### config.mk
export PLATFORM = sky130hd
export DESIGN_NAME = draw_triangle_clip
export DESIGN_NICKNAME = d
export VERILOG_FILES = /design/src/rtl/gfx_pkg.sv /design/src/rtl/clip_span.sv /design/src/rtl/draw_line.sv /design/src/rtl/draw_line_1d.sv /design/src/rtl/draw_triangle_clip.sv
export SDC_FILE = /design/constraint.sdc
export NUM_CORES = 2
export LEC_CHECK = 0
export CAP_MARGIN = 20
export CORE_ASPECT_RATIO = 0.6
export CORE_MARGIN = 5
export CORE_UTILIZATION = 45
export DETAILED_ROUTE_END_ITERATION = 8
export RECOVER_POWER = 25
export SLEW_MARGIN = 5
export SYNTH_ARGS = -nofsm -noshare
export SYNTH_HDL_FRONTEND = slang
export SYNTH_SLANG_ARGS = --single-unit
### constraint.sdc
create_clock -name clk -period 23.7 [get_ports clk]
set_input_delay 4.74 -clock clk [delete_from_list [all_inputs] [get_ports clk]]
set_output_delay 4.74 -clock clk [all_outputs]
set_load 0.05 [all_outputs]
### src/rtl/gfx_pkg.sv
// Shared graphics types for the primitive drawers (triangle, rectangle, circle).
//   CORDW        default signed coordinate width
//   draw_mode_t  fill or outline
//   clip_win_t   inclusive clipping window {x0,y0,x1,y1}
//   tri_state_t  triangle drawer sequencing states
package gfx_pkg;
  localparam int CORDW = 16;

  typedef enum logic {DRAW_FILL = 1'b0, DRAW_OUTLINE = 1'b1} draw_mode_t;

  typedef struct packed {
    logic signed [CORDW-1:0] x0;
    logic signed [CORDW-1:0] y0;
    logic signed [CORDW-1:0] x1;
    logic signed [CORDW-1:0] y1;
  } clip_win_t;

  typedef enum logic [3:0] {
    IDLE, SORT_0, SORT_1, SORT_2, INIT_A, INIT_B0, INIT_B1, START_A,
    START_B, EDGE, CLIP_H, START_H, H_LINE, OUT_INIT, OUT_LINE, DONE
  } tri_state_t;
endpackage

### src/rtl/clip_span.sv
// Registered span clamp. On en, clamps [lo,hi] on row y to the window and
// flags rows/spans with no visible pixel (including an inverted window).
//   clk, rst, en, y, lo, hi, win_x0..win_y1  ->  clo, chi, reject
module clip_span #(
  parameter int CORDW = 16
) (
  input  logic                    clk,
  input  logic                    rst,
  input  logic                    en,
  input  logic signed [CORDW-1:0] y,
  input  logic signed [CORDW-1:0] lo,
  input  logic signed [CORDW-1:0] hi,
  input  logic signed [CORDW-1:0] win_x0,
  input  logic signed [CORDW-1:0] win_y0,
  input  logic signed [CORDW-1:0] win_x1,
  input  logic signed [CORDW-1:0] win_y1,
  output logic signed [CORDW-1:0] clo,
  output logic signed [CORDW-1:0] chi,
  output logic                    reject
);
  always_ff @(posedge clk or posedge rst) begin
    if (rst) begin
      clo <= '0; chi <= '0; reject <= 1'b0;
    end else if (en) begin
      reject <= (win_x0 > win_x1) || (win_y0 > win_y1) ||
                (y < win_y0) || (y > win_y1) || (hi < win_x0) || (lo > win_x1);
      clo    <= (lo < win_x0) ? win_x0 : lo;
      chi    <= (hi > win_x1) ? win_x1 : hi;
    end
  end
endmodule

### src/rtl/draw_line.sv
// Bresenham line engine. start loads endpoints; the current point (x,y) is
// valid while busy=1 and is consumed (stepped past) on a cycle with oe=1.
// busy drops once the end point has been consumed.
//   clk, rst          clock, async active-high reset
//   start, oe         load / consume current point
//   x0,y0,x1,y1       signed endpoints
//   x, y, busy        current point and valid flag
module draw_line #(
  parameter int CORDW = 16
) (
  input  logic                    clk,
  input  logic                    rst,
  input  logic                    start,
  input  logic                    oe,
  input  logic signed [CORDW-1:0] x0,
  input  logic signed [CORDW-1:0] y0,
  input  logic signed [CORDW-1:0] x1,
  input  logic signed [CORDW-1:0] y1,
  output logic signed [CORDW-1:0] x,
  output logic signed [CORDW-1:0] y,
  output logic                    busy
);
  // Deltas span 2^CORDW, doubled error needs two more bits plus sign.
  localparam int EW = CORDW + 3;

  logic signed [EW-1:0] dx, dy, err, e2, ldx, ldy, adx, ady;
  logic signed [CORDW-1:0] xe, ye;
  logic sx_neg, sy_neg, movx, movy;

  always_comb begin
    ldx  = EW'(x1) - EW'(x0);
    ldy  = EW'(y1) - EW'(y0);
    adx  = (ldx < 0) ? -ldx : ldx;
    ady  = (ldy < 0) ? -ldy : ldy;
    e2   = err <<< 1;
    movx = (e2 >= dy);
    movy = (e2 <= dx);
  end

  always_ff @(posedge clk or posedge rst) begin
    if (rst) begin
      x <= '0; y <= '0; xe <= '0; ye <= '0;
      dx <= '0; dy <= '0; err <= '0;
      sx_neg <= 1'b0; sy_neg <= 1'b0; busy <= 1'b0;
    end else if (start) begin
      x <= x0; y <= y0; xe <= x1; ye <= y1;
      dx <= adx; dy <= -ady; err <= adx - ady;
      sx_neg <= (x1 < x0); sy_neg <= (y1 < y0);
      busy <= 1'b1;
    end else if (busy && oe) begin
      if (x == xe && y == ye) begin
        busy <= 1'b0;
      end else begin
        err <= err + (movx ? dy : '0) + (movy ? dx : '0);
        if (movx) x <= sx_neg ? x - 1'b1 : x + 1'b1;
        if (movy) y <= sy_neg ? y - 1'b1 : y + 1'b1;
      end
    end
  end
endmodule

### src/rtl/draw_line_1d.sv
// Horizontal span walker from x0 up to x1 (x0 <= x1). Current x valid while
// busy; consumed on oe=1.
//   clk, rst, start, oe, x0, x1  ->  x, busy
module draw_line_1d #(
  parameter int CORDW = 16
) (
  input  logic                    clk,
  input  logic                    rst,
  input  logic                    start,
  input  logic                    oe,
  input  logic signed [CORDW-1:0] x0,
  input  logic signed [CORDW-1:0] x1,
  output logic signed [CORDW-1:0] x,
  output logic                    busy
);
  logic signed [CORDW-1:0] xe;

  always_ff @(posedge clk or posedge rst) begin
    if (rst) begin
      x <= '0; xe <= '0; busy <= 1'b0;
    end else if (start) begin
      x <= x0; xe <= x1; busy <= 1'b1;
    end else if (busy && oe) begin
      if (x == xe) busy <= 1'b0;
      else         x <= x + 1'b1;
    end
  end
endmodule

### src/rtl/draw_triangle_clip.sv
// Filled / outlined triangle drawer with window clipping.
// Vertices are y-sorted; fill walks edge A (v0->v2) and edge B (v0->v1->v2)
// one scanline at a time, collecting the row's x extent, then clamps and
// emits the span. Outline walks the three edges on one line engine and
// masks out-of-window pixels. oe=0 freezes all sequencing.
//   clk, rst                 clock, async active-high reset
//   start, oe, mode          request, output enable, 0 fill / 1 outline
//   x0..y2, clip_x0..clip_y1 vertices and inclusive window (latched on start)
//   x, y, drawing            registered pixel and valid
//   busy, done               request in progress / completion pulse
module draw_triangle_clip import gfx_pkg::*; #(
  parameter int CORDW = 16
) (
  input  logic                    clk,
  input  logic                    rst,
  input  logic                    start,
  input  logic                    oe,
  input  logic                    mode,
  input  logic signed [CORDW-1:0] x0,
  input  logic signed [CORDW-1:0] y0,
  input  logic signed [CORDW-1:0] x1,
  input  logic signed [CORDW-1:0] y1,
  input  logic signed [CORDW-1:0] x2,
  input  logic signed [CORDW-1:0] y2,
  input  logic signed [CORDW-1:0] clip_x0,
  input  logic signed [CORDW-1:0] clip_y0,
  input  logic signed [CORDW-1:0] clip_x1,
  input  logic signed [CORDW-1:0] clip_y1,
  output logic signed [CORDW-1:0] x,
  output logic signed [CORDW-1:0] y,
  output logic                    drawing,
  output logic                    busy,
  output logic                    done
);
  localparam logic signed [CORDW-1:0] CMAX = {1'b0, {(CORDW-1){1'b1}}};
  localparam logic signed [CORDW-1:0] CMIN = {1'b1, {(CORDW-1){1'b0}}};

  tri_state_t state, state_n;
  draw_mode_t mode_r;
  logic signed [CORDW-1:0] vx [3];
  logic signed [CORDW-1:0] vy [3];
  logic signed [CORDW-1:0] wx0, wy0, wx1, wy1, row, span_lo, span_hi;
  logic bseg;
  logic [1:0] oseg;

  logic a_start, a_oe, a_busy, b_start, b_oe, b_busy, h_start, h_oe, h_busy;
  logic c_en, c_rej, accept, last_row, pix_vld;
  logic signed [CORDW-1:0] a_x0, a_y0, a_x1, a_y1, b_x0, b_y0, b_x1, b_y1;
  logic signed [CORDW-1:0] ax, ay, bx, by, hx, c_lo, c_hi, pix_x, pix_y;

  // A start in the done cycle is refused so the earliest restart is one later.
  assign accept   = start && (state == IDLE) && !done;
  assign last_row = (row == vy[2]);

  draw_line #(.CORDW(CORDW)) u_line_a (
    .clk, .rst, .start(a_start), .oe(a_oe),
    .x0(a_x0), .y0(a_y0), .x1(a_x1), .y1(a_y1), .x(ax), .y(ay), .busy(a_busy));

  draw_line #(.CORDW(CORDW)) u_line_b (
    .clk, .rst, .start(b_start), .oe(b_oe),
    .x0(b_x0), .y0(b_y0), .x1(b_x1), .y1(b_y1), .x(bx), .y(by), .busy(b_busy));

  draw_line_1d #(.CORDW(CORDW)) u_span (
    .clk, .rst, .start(h_start), .oe(h_oe), .x0(c_lo), .x1(c_hi),
    .x(hx), .busy(h_busy));

  clip_span #(.CORDW(CORDW)) u_clip (
    .clk, .rst, .en(c_en), .y(row), .lo(span_lo), .hi(span_hi),
    .win_x0(wx0), .win_y0(wy0), .win_x1(wx1), .win_y1(wy1),
    .clo(c_lo), .chi(c_hi), .reject(c_rej));

  always_ff @(posedge clk or posedge rst) begin
    if (rst) state <= IDLE;
    else     state <= state_n;
  end

  always_comb begin
    state_n = state;
    case (state)
      IDLE:     if (accept) state_n = SORT_0;
      SORT_0:   state_n = SORT_1;
      SORT_1:   state_n = SORT_2;
      SORT_2:   state_n = (mode_r == DRAW_OUTLINE) ? OUT_INIT : INIT_A;
      INIT_A:   state_n = INIT_B0;
      INIT_B0:  state_n = START_A;
      START_A:  if (!(a_busy && ay == row)) state_n = START_B;
      START_B:  begin
        if (b_busy && by == row) state_n = START_B;
        else if (!b_busy && !bseg) state_n = INIT_B1;  // chain v1->v2
        else state_n = EDGE;
      end
      INIT_B1:  state_n = START_B;
      EDGE:     state_n = CLIP_H;
      CLIP_H:   state_n = !c_rej ? START_H : (last_row ? DONE : START_A);
      START_H:  state_n = H_LINE;
      H_LINE:   if (!h_busy) state_n = last_row ? DONE : START_A;
      OUT_INIT: state_n = OUT_LINE;
      OUT_LINE: if (!a_busy) state_n = (oseg == 2'd2) ? DONE : OUT_INIT;
      DONE:     state_n = IDLE;
      default:  state_n = IDLE;
    endcase
    if (!oe && state != IDLE && state != DONE) state_n = state;
  end

  always_comb begin
    a_start = oe && (state == INIT_A || state == OUT_INIT);
    a_oe    = oe && ((state == START_A && ay == row) || state == OUT_LINE);
    b_start = oe && (state == INIT_B0 || state == INIT_B1);
    b_oe    = oe && state == START_B && by == row;
    c_en    = oe && state == EDGE;
    h_start = oe && state == START_H;
    h_oe    = oe && state == H_LINE;
    a_x0 = vx[0]; a_y0 = vy[0]; a_x1 = vx[2]; a_y1 = vy[2];
    if (state == OUT_INIT) begin
      case (oseg)
        2'd0:    begin a_x1 = vx[1]; a_y1 = vy[1]; end
        2'd1:    begin a_x0 = vx[1]; a_y0 = vy[1]; end
        default: begin a_x0 = vx[2]; a_y0 = vy[2]; a_x1 = vx[0]; a_y1 = vy[0]; end
      endcase
    end
    b_x0 = vx[0]; b_y0 = vy[0]; b_x1 = vx[1]; b_y1 = vy[1];
    if (state == INIT_B1) begin
      b_x0 = vx[1]; b_y0 = vy[1]; b_x1 = vx[2]; b_y1 = vy[2];
    end
    pix_vld = 1'b0; pix_x = hx; pix_y = row;
    if (state == H_LINE && h_busy && oe) begin
      pix_vld = 1'b1;
    end else if (state == OUT_LINE && a_busy && oe) begin
      pix_x   = ax;
      pix_y   = ay;
      pix_vld = (ax >= wx0) && (ax <= wx1) && (ay >= wy0) && (ay <= wy1);
    end
  end

  // Latched request, sort network and per-row span accumulation.
  always_ff @(posedge clk or posedge rst) begin
    if (rst) begin
      for (int i = 0; i < 3; i++) begin vx[i] <= '0; vy[i] <= '0; end
      wx0 <= '0; wy0 <= '0; wx1 <= '0; wy1 <= '0;
      mode_r <= DRAW_FILL; row <= '0; span_lo <= CMAX; span_hi <= CMIN;
      bseg <= 1'b0; oseg <= '0;
    end else if (accept) begin
      vx[0] <= x0; vy[0] <= y0; vx[1] <= x1; vy[1] <= y1; vx[2] <= x2; vy[2] <= y2;
      wx0 <= clip_x0; wy0 <= clip_y0; wx1 <= clip_x1; wy1 <= clip_y1;
      mode_r <= draw_mode_t'(mode); bseg <= 1'b0; oseg <= '0;
    end else if (oe) begin
      case (state)
        // Strict compare keeps equal-y vertices in input order.
        SORT_0, SORT_2: if (vy[1] < vy[0]) begin
          vx[0] <= vx[1]; vy[0] <= vy[1]; vx[1] <= vx[0]; vy[1] <= vy[0];
        end
        SORT_1: if (vy[2] < vy[1]) begin
          vx[1] <= vx[2]; vy[1] <= vy[2]; vx[2] <= vx[1]; vy[2] <= vy[1];
        end
        INIT_A: begin row <= vy[0]; span_lo <= CMAX; span_hi <= CMIN; end
        START_A: if (a_busy && ay == row) begin
          if (ax < span_lo) span_lo <= ax;
          if (ax > span_hi) span_hi <= ax;
        end
        START_B: if (b_busy && by == row) begin
          if (bx < span_lo) span_lo <= bx;
          if (bx > span_hi) span_hi <= bx;
        end
        INIT_B1: bseg <= 1'b1;
        CLIP_H: if (c_rej && !last_row) begin
          row <= row + 1'b1; span_lo <= CMAX; span_hi <= CMIN;
        end
        H_LINE: if (!h_busy && !last_row) begin
          row <= row + 1'b1; span_lo <= CMAX; span_hi <= CMIN;
        end
        OUT_LINE: if (!a_busy) oseg <= oseg + 2'd1;
        default: ;
      endcase
    end
  end

  // Output register: one cycle behind the engines; busy/done track it.
  always_ff @(posedge clk or posedge rst) begin
    if (rst) begin
      x <= '0; y <= '0; drawing <= 1'b0; busy <= 1'b0; done <= 1'b0;
    end else begin
      drawing <= pix_vld;
      if (pix_vld) begin x <= pix_x; y <= pix_y; end
      done <= (state == DONE);
      if (accept)              busy <= 1'b1;
      else if (state == DONE)  busy <= 1'b0;
    end
  end
endmodule

==> metrics.txt <==
CTS clk-pin slew, worst paths about 0.070 ns; fillcell total 9961; H-tree levels 2; CP endpoint kind async pin; most frequent cells in the layout 718 x nand2_1, 551 x ha_1, 547 x dfrtp_1; r2r endpoint u_line_b.err[17]; # DRC 0; Net Count, Synth between 6000 and 7000; failing checks max-capacitance violations, max-slew violations; main flop type after synthesis dfrtp_1; maximum fanout along the worst path roughly 100; reg2reg start state[0]; asr flop ratio synth 100.0%; final non-filler cell total 7203; fmax roughly 88 MHz; vias in the first global route around 39000; final critical-path required period 11.37 ns; Clock Skews roughly 0.041 ns; deepest clock path buffer count 3; Final Hold Fails 0; status complete, but fails checks; CP required around 24 ns; Setup crit start rst; DRT iter0 DRCs ~4600; post-layout util 50.70%; Setup violations, final 0; CORE AREA 105300 sq um; die area between 100000 and 150000 sq um; clock sink count roughly 560; Die Y 262.6 um; ANT nets after route 0; GRT Overall Usage between 20% and 30%; FP Rows 92; total grt overflow 0; worst skew pair latency around 0.70 ns; Max-slew headroom -227.9%; Worst-Margin Slew roughly 4.9 ns; CP Data Arrival Time between 10 and 15 ns; 1st-pass router iterations 6; number of hold buffers added after CTS 0; global-route wire length before repair 256.3 mm; placed cell area just over 50000 sq um; Final #Nets ~6500; most common cell after layout, fill and taps aside nand2_1; fin crit share 47.98%; Synth Warn # 0; Reg2Reg Depth 35; CTS tree built; initial antenna violation count 4; root buf cell clkbuf_16; startpoint type of the worst setup path input port; total wire length between 150 and 200 mm; Initial Utilization approximately 45%; number of synthesized flops with an enable pin 0; number of buffers added for setup after CTS 0; final instance area approximately 53000 sq um; crit path to u_line_a.dy[15]; post-synth cell types about 90; mean post-synth cell area between 8 and 9 sq um; Area Overhead vs Synth 11.59%; sequential area share after synthesis roughly 30%; Final Slew Violations 540; gpl congestion 0.9671; vias per inst slightly below 6; fraction of layout cells with a size suffix above 1 under 10%; Mapped Area about 48000 sq um; Post-CTS Resized 0; Vias about 43000; port bufs 199; Die Width ~430 um; largest net degree at the start of global routing 166; TNS Setup 0 ns; Ports 200; Cells after Synth about 5700; Placed Instances 7088; max capacitance violation total 10; R2R setup slack around 14 ns; HPWL after DPL about 130 mm; Seq cells post-synth between 500 and 600; RSZ-0062 raised after global routing no; WS Path Type input port to async pin; HP Class flop to flop; TritonCTS Buffers 60; WL per Instance approximately 24 um
-- Yosys cell counts, types with 31 or more instances --
cell type	instances	share of area, %
fa_1	45	1.9
a31oi_1	41	0.54
dfrtp_1	547	29
xnor2_1	226	4.1
nand4_1	78	1.0
a22oi_1	69	1.1
nand2_1	720	5.6
nor2_1	432	3.4
a21oi_1	414	4.3
mux2i_1	140	2.9
mux2_2	183	4.3
a21o_1	118	1.9
clkbuf_1	221	1.7
o21ai_0	444	4.6
ha_1	552	14
o21a_1	88	1.4
nor2b_1	92	1.2
nor3_1	73	0.76
and3_1	31	0.41
inv_1	398	3.1
xor2_1	135	2.5
nand3_1	72	0.75
nand2b_1	78	1.0
-- worst min-delay path by stage --
stage                    from             to  slack, ns  depth (start not counted)
3_5_place_dp   u_clip.chi[15]  u_span.xe[15]       0.45                          2
4_1_cts        u_clip.chi[15]  u_span.xe[15]       0.47                          2
6_report       u_clip.chi[15]  u_span.xe[15]       0.47                          2
5_1_grt         u_clip.chi[5]   u_span.xe[5]       0.50                          2
2_1_floorplan   u_clip.chi[0]   u_span.xe[0]       0.44                          2
3_3_place_gp   u_clip.chi[11]  u_span.xe[11]       0.46                          2
-- area by class of cell --
class	count	area (sq um)	area share [%]
repair buffers	257	2410	4.513
clock buffers	85	1765	3.306
inverters	399	1499	2.807
flip-flops and latches	563	14110	26.42
well taps	1410	1764	3.304
clock inverters	26	399.1	0.7475
multi-input cells	4461	31450	58.89
diodes	2	5.005	0.009373
-- cell families (layout without fill, tap and decap cells) --
family,count (synthesis),in the layout,share of synthesized area [%]
AO/OA/AOI/OAI,1451,1451,18.66
adder cells (fa/ha/maj),597,597,16.32
XOR/XNOR,366,366,6.814
multiplexers,323,323,7.235
AND/OR/NAND/NOR,1724,1724,16.40
buffers and inverters,643,767,5.088
flip-flops,563,563,29.48
other,0,2,0
-- sequential cells by signal, indices dropped and copies added (netlist names), 18 cells and up --
signal and flops:
u_line_a.dy 19, u_line_a.dx 19, u_line_b.err 18, vx 48, vy 48, u_line_b.dx 19
u_line_a.err 18, u_line_b.dy 19
-- layer usage --
layer | up-vias | GRT usage [%] | share of wire, %
met5 | - | 0 | 0.0076
met4 | 2 | 4.950 | 1.6
met3 | 176 | 8.427 | 11
met2 | 1778 | 38.20 | 38
met1 | 20670 | 47.07 | 50
li1 | 20040 | - | -
-- stage by stage --
step | hold slack (ns) | worst slack (ns)
finish | 0.4693 | 12.33
global route | 0.4977 | 10.93
CTS | 0.4714 | 14.18
detailed placement | 0.4548 | 14.26
global placement | 0.4559 | 14.30
floorplan | 0.4394 | 3.241
-- worst max-delay path, cell delays in order --
cell and delay [ns]:
dlygate4sd3_1 0.55, clkinvlp_2 2.69, clkbuf_1 2.92, buf_4 0.98
Power is left out: the tool's default activity adds up to more than one toggle a clock period on the data nets, which glitch-free logic cannot reach.
